**src/rtl/id_stage.sv**
```systemverilog
// RV32I decode stage: decode, immediate generation, 32x32 register file, load-use hazard, ID/EX register.
// Optional ID_STAGE_WB_BYPASS_EN: write-through register file reads instead of a writeback stall.
module id_stage #(
  parameter int unsigned XLEN      = 32,
  parameter logic [31:0] NOP_INSTR = 32'h0000_0013
) (
  input  logic            i_clk,
  input  logic            i_rst,
  input  logic [XLEN-1:0] i_if_pc,
  input  logic [31:0]     i_if_instr,
  input  logic            i_if_valid,
  input  logic            i_flush,
  input  logic            i_wb_we,
  input  logic [4:0]      i_wb_rd,
  input  logic [XLEN-1:0] i_wb_data,
  output logic            o_stall,
  output logic            o_id_valid,
  output logic [XLEN-1:0] o_id_pc,
  output logic [31:0]     o_id_instr,
  output logic [XLEN-1:0] o_id_rs1_data,
  output logic [XLEN-1:0] o_id_rs2_data,
  output logic [XLEN-1:0] o_id_imm,
  output logic [4:0]      o_id_rs1,
  output logic [4:0]      o_id_rs2,
  output logic [4:0]      o_id_rd,
  output logic [2:0]      o_id_funct3,
  output logic [3:0]      o_id_alu_op,
  output logic            o_id_alu_a_pc,
  output logic            o_id_alu_b_imm,
  output logic            o_id_mem_read,
  output logic            o_id_mem_write,
  output logic            o_id_reg_write,
  output logic            o_id_branch,
  output logic            o_id_jump,
  output logic            o_id_illegal
);

  localparam logic [6:0] OpLui    = 7'b0110111;
  localparam logic [6:0] OpAuipc  = 7'b0010111;
  localparam logic [6:0] OpJal    = 7'b1101111;
  localparam logic [6:0] OpJalr   = 7'b1100111;
  localparam logic [6:0] OpBranch = 7'b1100011;
  localparam logic [6:0] OpLoad   = 7'b0000011;
  localparam logic [6:0] OpStore  = 7'b0100011;
  localparam logic [6:0] OpImm    = 7'b0010011;
  localparam logic [6:0] OpReg    = 7'b0110011;

  localparam logic [3:0] AluAdd   = 4'd0;
  localparam logic [3:0] AluSub   = 4'd1;
  localparam logic [3:0] AluSll   = 4'd2;
  localparam logic [3:0] AluSlt   = 4'd3;
  localparam logic [3:0] AluSltu  = 4'd4;
  localparam logic [3:0] AluXor   = 4'd5;
  localparam logic [3:0] AluSrl   = 4'd6;
  localparam logic [3:0] AluSra   = 4'd7;
  localparam logic [3:0] AluOr    = 4'd8;
  localparam logic [3:0] AluAnd   = 4'd9;
  localparam logic [3:0] AluPassB = 4'd10;

  typedef struct packed {
    logic            valid;
    logic [XLEN-1:0] pc;
    logic [31:0]     instr;
    logic [XLEN-1:0] rs1_data;
    logic [XLEN-1:0] rs2_data;
    logic [XLEN-1:0] imm;
    logic [4:0]      rs1;
    logic [4:0]      rs2;
    logic [4:0]      rd;
    logic [2:0]      funct3;
    logic [3:0]      alu_op;
    logic            alu_a_pc;
    logic            alu_b_imm;
    logic            mem_read;
    logic            mem_write;
    logic            reg_write;
    logic            branch;
    logic            jump;
    logic            illegal;
  } id_ex_t;

  // alt selects SUB (register ops only) or SRA, taken from instr[30].
  function automatic logic [3:0] alu_sel(input logic [2:0] f3, input logic alt, input logic is_reg);
    case (f3)
      3'd0:    alu_sel = (is_reg && alt) ? AluSub : AluAdd;
      3'd1:    alu_sel = AluSll;
      3'd2:    alu_sel = AluSlt;
      3'd3:    alu_sel = AluSltu;
      3'd4:    alu_sel = AluXor;
      3'd5:    alu_sel = alt ? AluSra : AluSrl;
      3'd6:    alu_sel = AluOr;
      default: alu_sel = AluAnd;
    endcase
  endfunction

  logic [XLEN-1:0] regs_q [32];
  id_ex_t          entry_q, entry_d, dec, bubble;
  logic [6:0]      opcode;
  logic [4:0]      rs1_idx, rs2_idx;
  logic [31:0]     imm_i, imm_s, imm_b, imm_u, imm_j, imm32;
  logic            use_rs1, use_rs2;
  logic [XLEN-1:0] rs1_rdata, rs2_rdata;
  logic            wb_write, load_use, wb_hazard;

  assign opcode  = i_if_instr[6:0];
  assign rs1_idx = i_if_instr[19:15];
  assign rs2_idx = i_if_instr[24:20];

  assign imm_i = {{20{i_if_instr[31]}}, i_if_instr[31:20]};
  assign imm_s = {{20{i_if_instr[31]}}, i_if_instr[31:25], i_if_instr[11:7]};
  assign imm_b = {{19{i_if_instr[31]}}, i_if_instr[31], i_if_instr[7], i_if_instr[30:25],
                  i_if_instr[11:8], 1'b0};
  assign imm_u = {i_if_instr[31:12], 12'b0};
  assign imm_j = {{11{i_if_instr[31]}}, i_if_instr[31], i_if_instr[19:12], i_if_instr[20],
                  i_if_instr[30:21], 1'b0};

  assign wb_write = i_wb_we && (i_wb_rd != 5'd0);

  always_ff @(posedge i_clk) begin
    if (i_rst) begin
      for (int i = 0; i < 32; i++) regs_q[i] <= '0;
    end else if (wb_write) begin
      regs_q[i_wb_rd] <= i_wb_data;
    end
  end

  always_comb begin
    rs1_rdata = regs_q[rs1_idx];
    rs2_rdata = regs_q[rs2_idx];
`ifdef ID_STAGE_WB_BYPASS_EN
    if (wb_write && (i_wb_rd == rs1_idx)) rs1_rdata = i_wb_data;
    if (wb_write && (i_wb_rd == rs2_idx)) rs2_rdata = i_wb_data;
`endif
    if (rs1_idx == 5'd0) rs1_rdata = '0;
    if (rs2_idx == 5'd0) rs2_rdata = '0;
  end

  always_comb begin
    dec          = '0;
    dec.valid    = 1'b1;
    dec.pc       = i_if_pc;
    dec.instr    = i_if_instr;
    dec.rs1_data = rs1_rdata;
    dec.rs2_data = rs2_rdata;
    dec.rs1      = rs1_idx;
    dec.rs2      = rs2_idx;
    dec.rd       = i_if_instr[11:7];
    dec.funct3   = i_if_instr[14:12];
    imm32        = '0;
    use_rs1      = 1'b0;
    use_rs2      = 1'b0;
    case (opcode)
      OpLui: begin
        imm32 = imm_u; dec.alu_op = AluPassB; dec.alu_b_imm = 1'b1; dec.reg_write = 1'b1;
      end
      OpAuipc: begin
        imm32 = imm_u; dec.alu_op = AluAdd; dec.alu_a_pc = 1'b1; dec.alu_b_imm = 1'b1;
        dec.reg_write = 1'b1;
      end
      OpJal: begin
        imm32 = imm_j; dec.alu_op = AluAdd; dec.alu_a_pc = 1'b1; dec.alu_b_imm = 1'b1;
        dec.reg_write = 1'b1; dec.jump = 1'b1;
      end
      OpJalr: begin
        imm32 = imm_i; dec.alu_op = AluAdd; dec.alu_b_imm = 1'b1; dec.reg_write = 1'b1;
        dec.jump = 1'b1; use_rs1 = 1'b1;
      end
      OpBranch: begin
        imm32 = imm_b; dec.alu_op = AluSub; dec.branch = 1'b1;
        use_rs1 = 1'b1; use_rs2 = 1'b1;
      end
      OpLoad: begin
        imm32 = imm_i; dec.alu_op = AluAdd; dec.alu_b_imm = 1'b1; dec.mem_read = 1'b1;
        dec.reg_write = 1'b1; use_rs1 = 1'b1;
      end
      OpStore: begin
        imm32 = imm_s; dec.alu_op = AluAdd; dec.alu_b_imm = 1'b1; dec.mem_write = 1'b1;
        use_rs1 = 1'b1; use_rs2 = 1'b1;
      end
      OpImm: begin
        imm32 = imm_i; dec.alu_op = alu_sel(i_if_instr[14:12], i_if_instr[30], 1'b0);
        dec.alu_b_imm = 1'b1; dec.reg_write = 1'b1; use_rs1 = 1'b1;
      end
      OpReg: begin
        dec.alu_op = alu_sel(i_if_instr[14:12], i_if_instr[30], 1'b1);
        dec.reg_write = 1'b1; use_rs1 = 1'b1; use_rs2 = 1'b1;
      end
      default: dec.illegal = 1'b1;
    endcase
    dec.imm = XLEN'($signed(imm32));
  end

  assign load_use = i_if_valid && entry_q.valid && entry_q.mem_read && (entry_q.rd != 5'd0) &&
                    ((use_rs1 && (entry_q.rd == rs1_idx)) || (use_rs2 && (entry_q.rd == rs2_idx)));

`ifdef ID_STAGE_WB_BYPASS_EN
  assign wb_hazard = 1'b0;
`else
  // Reads see the old value during a write, so wait one cycle and re-read.
  assign wb_hazard = i_if_valid && wb_write &&
                     ((use_rs1 && (i_wb_rd == rs1_idx)) || (use_rs2 && (i_wb_rd == rs2_idx)));
`endif

  assign o_stall = (load_use || wb_hazard) && !i_flush && !i_rst;

  always_comb begin
    bubble       = '0;
    bubble.instr = NOP_INSTR;
    entry_d      = bubble;
    if (i_if_valid && !i_flush && !o_stall) entry_d = dec;
  end

  always_ff @(posedge i_clk) begin
    if (i_rst) entry_q <= bubble;
    else       entry_q <= entry_d;
  end

  assign o_id_valid     = entry_q.valid;
  assign o_id_pc        = entry_q.pc;
  assign o_id_instr     = entry_q.instr;
  assign o_id_rs1_data  = entry_q.rs1_data;
  assign o_id_rs2_data  = entry_q.rs2_data;
  assign o_id_imm       = entry_q.imm;
  assign o_id_rs1       = entry_q.rs1;
  assign o_id_rs2       = entry_q.rs2;
  assign o_id_rd        = entry_q.rd;
  assign o_id_funct3    = entry_q.funct3;
  assign o_id_alu_op    = entry_q.alu_op;
  assign o_id_alu_a_pc  = entry_q.alu_a_pc;
  assign o_id_alu_b_imm = entry_q.alu_b_imm;
  assign o_id_mem_read  = entry_q.mem_read;
  assign o_id_mem_write = entry_q.mem_write;
  assign o_id_reg_write = entry_q.reg_write;
  assign o_id_branch    = entry_q.branch;
  assign o_id_jump      = entry_q.jump;
  assign o_id_illegal   = entry_q.illegal;

endmodule

```
**config.mk**
```make
export PLATFORM = sky130hd
export DESIGN_NAME = id_stage
export DESIGN_NICKNAME = d
export VERILOG_FILES = /design/src/rtl/id_stage.sv
export SDC_FILE = /design/constraint.sdc
export NUM_CORES = 2
export LEC_CHECK = 0
export CORE_MARGIN = 1
export CORE_UTILIZATION = 50
export CTS_BUF_LIST = sky130_fd_sc_hd__clkbuf_16
export CTS_CLUSTER_DIAMETER = 60
export DETAILED_ROUTE_END_ITERATION = 8
export DONT_BUFFER_PORTS = 1
export GPL_TIMING_DRIVEN = 0
export HOLD_SLACK_MARGIN = 0.03
export SLEW_MARGIN = 40
export SYNTH_ARGS = -nofsm -noshare
export SYNTH_HDL_FRONTEND = slang
export SYNTH_SLANG_ARGS = --single-unit
```
**constraint.sdc**
```tcl
create_clock -name i_clk -period 3 [get_ports i_clk]
set_clock_uncertainty 0.1 [all_clocks]
set_input_delay 0.3 -clock i_clk [delete_from_list [all_inputs] [get_ports i_clk]]
set_output_delay 0.3 -clock i_clk [all_outputs]
set_load 0.05 [all_outputs]
```
==> impl_metrics.csv <==
group,metric,value,unit
pwr,netSwitchingPower,0.01050,W
synth,synthFlopType,"edfxtp_1",
clocking,cts_buffers,139,
timing,max-slew-margin-rel,0.3357,
worst_setup_path,end_kind,"register",
clocking,ctsLongestPathBuffers,3,
flow_run,max_cap_viol_count,0,
hold_path,hp-start,"i_wb_data[4]",
drt,ant_nets,0,
floorplanning,row_count,126,
timing,hold_violations,0,
drt,routedWlPerCell,37.03,microns
worst_setup_path,crit_path_start_kind,"primary input",
global_routing,grtUsageTotal,0.3613,
synth,ys_types,48,
layout,syn2layout_area_growth,13.98,%
worst_setup_path,r2r-start,"o_id_instr[8]",
placed_design,hpwl,147.1,mm
synth,yosysWarnings,0,
clocking,clk_pin_slew,0.06,ns
drt,postRouteWirelength,217.4,mm
drt,viasPerCell,6.512,
global_routing,antenna_found_initial,10,
pwr,power_frac_seq,0.473,
pwr,worst_ir_drop_vdd,0.6259,mV
floorplanning,io_pins,298,
floorplanning,die-width,347.1,microns
timing,rsz0062_at_grt,"yes",
worst_setup_path,critPathRequiredTime,3.54,ns
worst_setup_path,crit_start,"i_if_instr[17]",
synth,avgSynthCellArea,15.19,sq um
timing,fin_ws,-0.06012,ns
pwr,power_frac_comb,0.111,
global_routing,grt_remaining_overflow,0,
hold_path,hold_class,"in2reg",
worst_setup_path,slowest_delay,0.58,ns
floorplanning,start_util,0.5042,
worst_setup_path,cp_cell_sequence,"buf_2 -> buf_2 -> buf_2 -> clkbuf_4 -> mux2i_1 -> o22ai_1 -> nor2_1 -> nor3_1",
run_status,violations,"negative setup slack",
timing,slew_violations,0,
pwr,swShare,0.2545,
layout,regArea,34230,sq um
timing,fin_crit,3.060,ns
worst_setup_path,path_class,"in2reg",
worst_setup_path,reg2reg_slack,-0.06,ns
pwr,p_int,0.03075,W
timing,max_clock_freq,326.8,MHz
synth,syn-instance-count,3919,
worst_setup_path,crit_path_frequent_cell,"buf_2",
global_routing,grt_max_degree,33,
floorplanning,core-area,118100,sq um
layout,layout-drive-gt1-share,0.2401,
pwr,p_leak,23.79,nW
clocking,postCtsSetupBuffers,0,
layout,fin_nets,4320,
timing,max_slew.worst_pin.slew,0.9964,ns
clocking,clkLatencyLatePin,0.79,ns
placed_design,gp_congestion,0.9388,
drt,drtIter0Drc,5030,
drt,vias,38240,
placed_design,port-buffer-count,0,
timing,fin_setup_tns,-0.4285,ns
timing,min_period_over_period,1.020,
clocking,cts_tree,"yes",
layout,fillCellCount,9347,
layout,utilization,0.5747,
clocking,htree_num_levels,4,
synth,ys_seq_area_frac,0.5747,
clocking,cts.sinks,1197,
synth,ys_async_sr_fraction,0,
synth,syn_area,59530,sq um
pwr,powerDensity,607.8,nW/um^2
worst_setup_path,slowest_stage,"buf_2",
layout,multi_input_comb_area,23880,sq um
worst_setup_path,critPathArrivalTime,3.60,ns
global_routing,grt_pass1_vias,38190,
synth,ys_ff_latch,1197,
global_routing,grt_pass1_wl,297.2,mm
synth,synth-edff-count,1024,
floorplanning,fp.dieH,347.1,microns
pwr,clkPwrFrac,0.417,
timing,setup_viol,14,
placed_design,place_ws,-0.9921,ns
drt,drt_first_pass_iters,6,
run_status,outcome,"finished with violations",
floorplanning,dieArea,120400,sq um
drt,post-route-drc-count,0,
worst_setup_path,path_max_fanout,10,
clocking,cts_root_buffer,"clkbuf_16",
-- cell usage after synthesis, drive strengths merged (7+ instances only) --
library cell / number / share of area
mux2i: 193 / 0.032
dfxtp: 173 / 0.058
nand2: 31 / 0.0020
or2: 33 / 0.0035
xor2: 8 / 0.0012
edfxtp: 1024 / 0.52
o22ai: 96 / 0.010
xnor2: 12 / 0.0018
a21oi: 25 / 0.0021
o21ai: 7 / 0.00059
mux4: 512 / 0.19
clkbuf: 297 / 0.019
buf: 128 / 0.012
mux2: 65 / 0.012
a221oi: 32 / 0.0047
nor2: 80 / 0.0050
and3: 8 / 0.00084
nand3: 14 / 0.0013
and2: 1051 / 0.11
nor3: 72 / 0.0061
nand2b: 9 / 0.00095
-- path summary, 6_finish.rpt --
kind / to / depth (start not counted)
hold / removal: regs_q[23][4] / 2
hold reg to reg: o_id_rs2_data[28] / 4
setup / recovery: o_id_rs1_data[21] / 8
setup reg to reg: o_id_rs2_data[18] / 6
-- stage by stage --
step / cells / cell area (sq um) / hold WS (ns) / total power [W]
final: 5872 / 67860 / 0.01256 / 0.04124
after global routing: 5866 / 67840 / 0.04818 / 0.04205
after global placement: 5486 / 61570 / 0.3037 / 0.02406
after CTS: 5862 / 67750 / 0.03122 / 0.04112
after floorplan: 3950 / 59650 / 0.3015 / 0.02239
after detailed placement: 5493 / 61870 / 0.3057 / 0.02414
-- flip-flops by register name, indices dropped and copies added, names as in the netlist, 4 cells and up --
name	cells
regs_q	1024
o_id_imm	32
o_id_instr	32
o_id_pc	32
o_id_rs1_data	32
o_id_rs2_data	32
o_id_alu_op	4
-- cell usage in the layout (no fill, tap or decap), types with 73 or more instances in the layout --
cell,count
and2_1,1051
edfxtp_1,1024
mux4_2,512
clkbuf_1,255
mux2i_1,193
dfxtp_1,166
clkbuf_16,159
dlygate4sd3_1,115
o22ai_1,96
buf_2,89
nor2_1,73
-- metal layers --
metal,global-route usage,vias up,share of wire
li1,-,15430,-
met4,0.2085,8,0.065
met1,0.4651,19740,0.37
met5,0.004002,-,0.00054
met2,0.5535,2515,0.46
met3,0.09643,553,0.10
-- repair_timing --
item                                    in CTS  in global routing
pin swaps                                    2                  3
hold endpoints to repair                   773                  1
hold buffers                               114                  1
gates resized for setup                     37                 15
endpoints found under the setup margin      63                 19
-- critical path: cells and delay by family --
kind / cells / cell delay, ns
buf+inv: 4 / 2.05
simple gates: 2 / 0.49
mux: 1 / 0.43
compound gates: 1 / 0.30
-- cells by family after synthesis --
logic type	Yosys count	synth area share
simple gates	1322	0.1330
buf+inv	431	0.03094
compound gates	178	0.01990
flops	1197	0.5747
other cells	1	0.00006299
xor+xnor	20	0.002943
mux	770	0.2384
-- layout make-up --
type / instances / area share
Clock inverter: 96 / 0.009238
Timing Repair Buffer: 123 / 0.01866
Sequential cell: 1197 / 0.5045
Tap cell: 1536 / 0.02832
Buffer: 425 / 0.02803
Clock buffer: 159 / 0.05864
Antenna cell: 8 / 0.0002950
Inverter: 6 / 0.0003319
Multi-Input combinational cell: 2322 / 0.3520
-- power groups by stage --
stage / clock network (W) / registers [W] / logic (W)
floorplan: 0 / 0.0197 / 0.00273
global route: 0.0178 / 0.0196 / 0.00466
detailed placement: 0 / 0.0198 / 0.00430
CTS: 0.0172 / 0.0195 / 0.00447
global placement: 0 / 0.0198 / 0.00424
finish: 0.0172 / 0.0195 / 0.00456
Note: power is estimated with default switching activity, not from simulation.
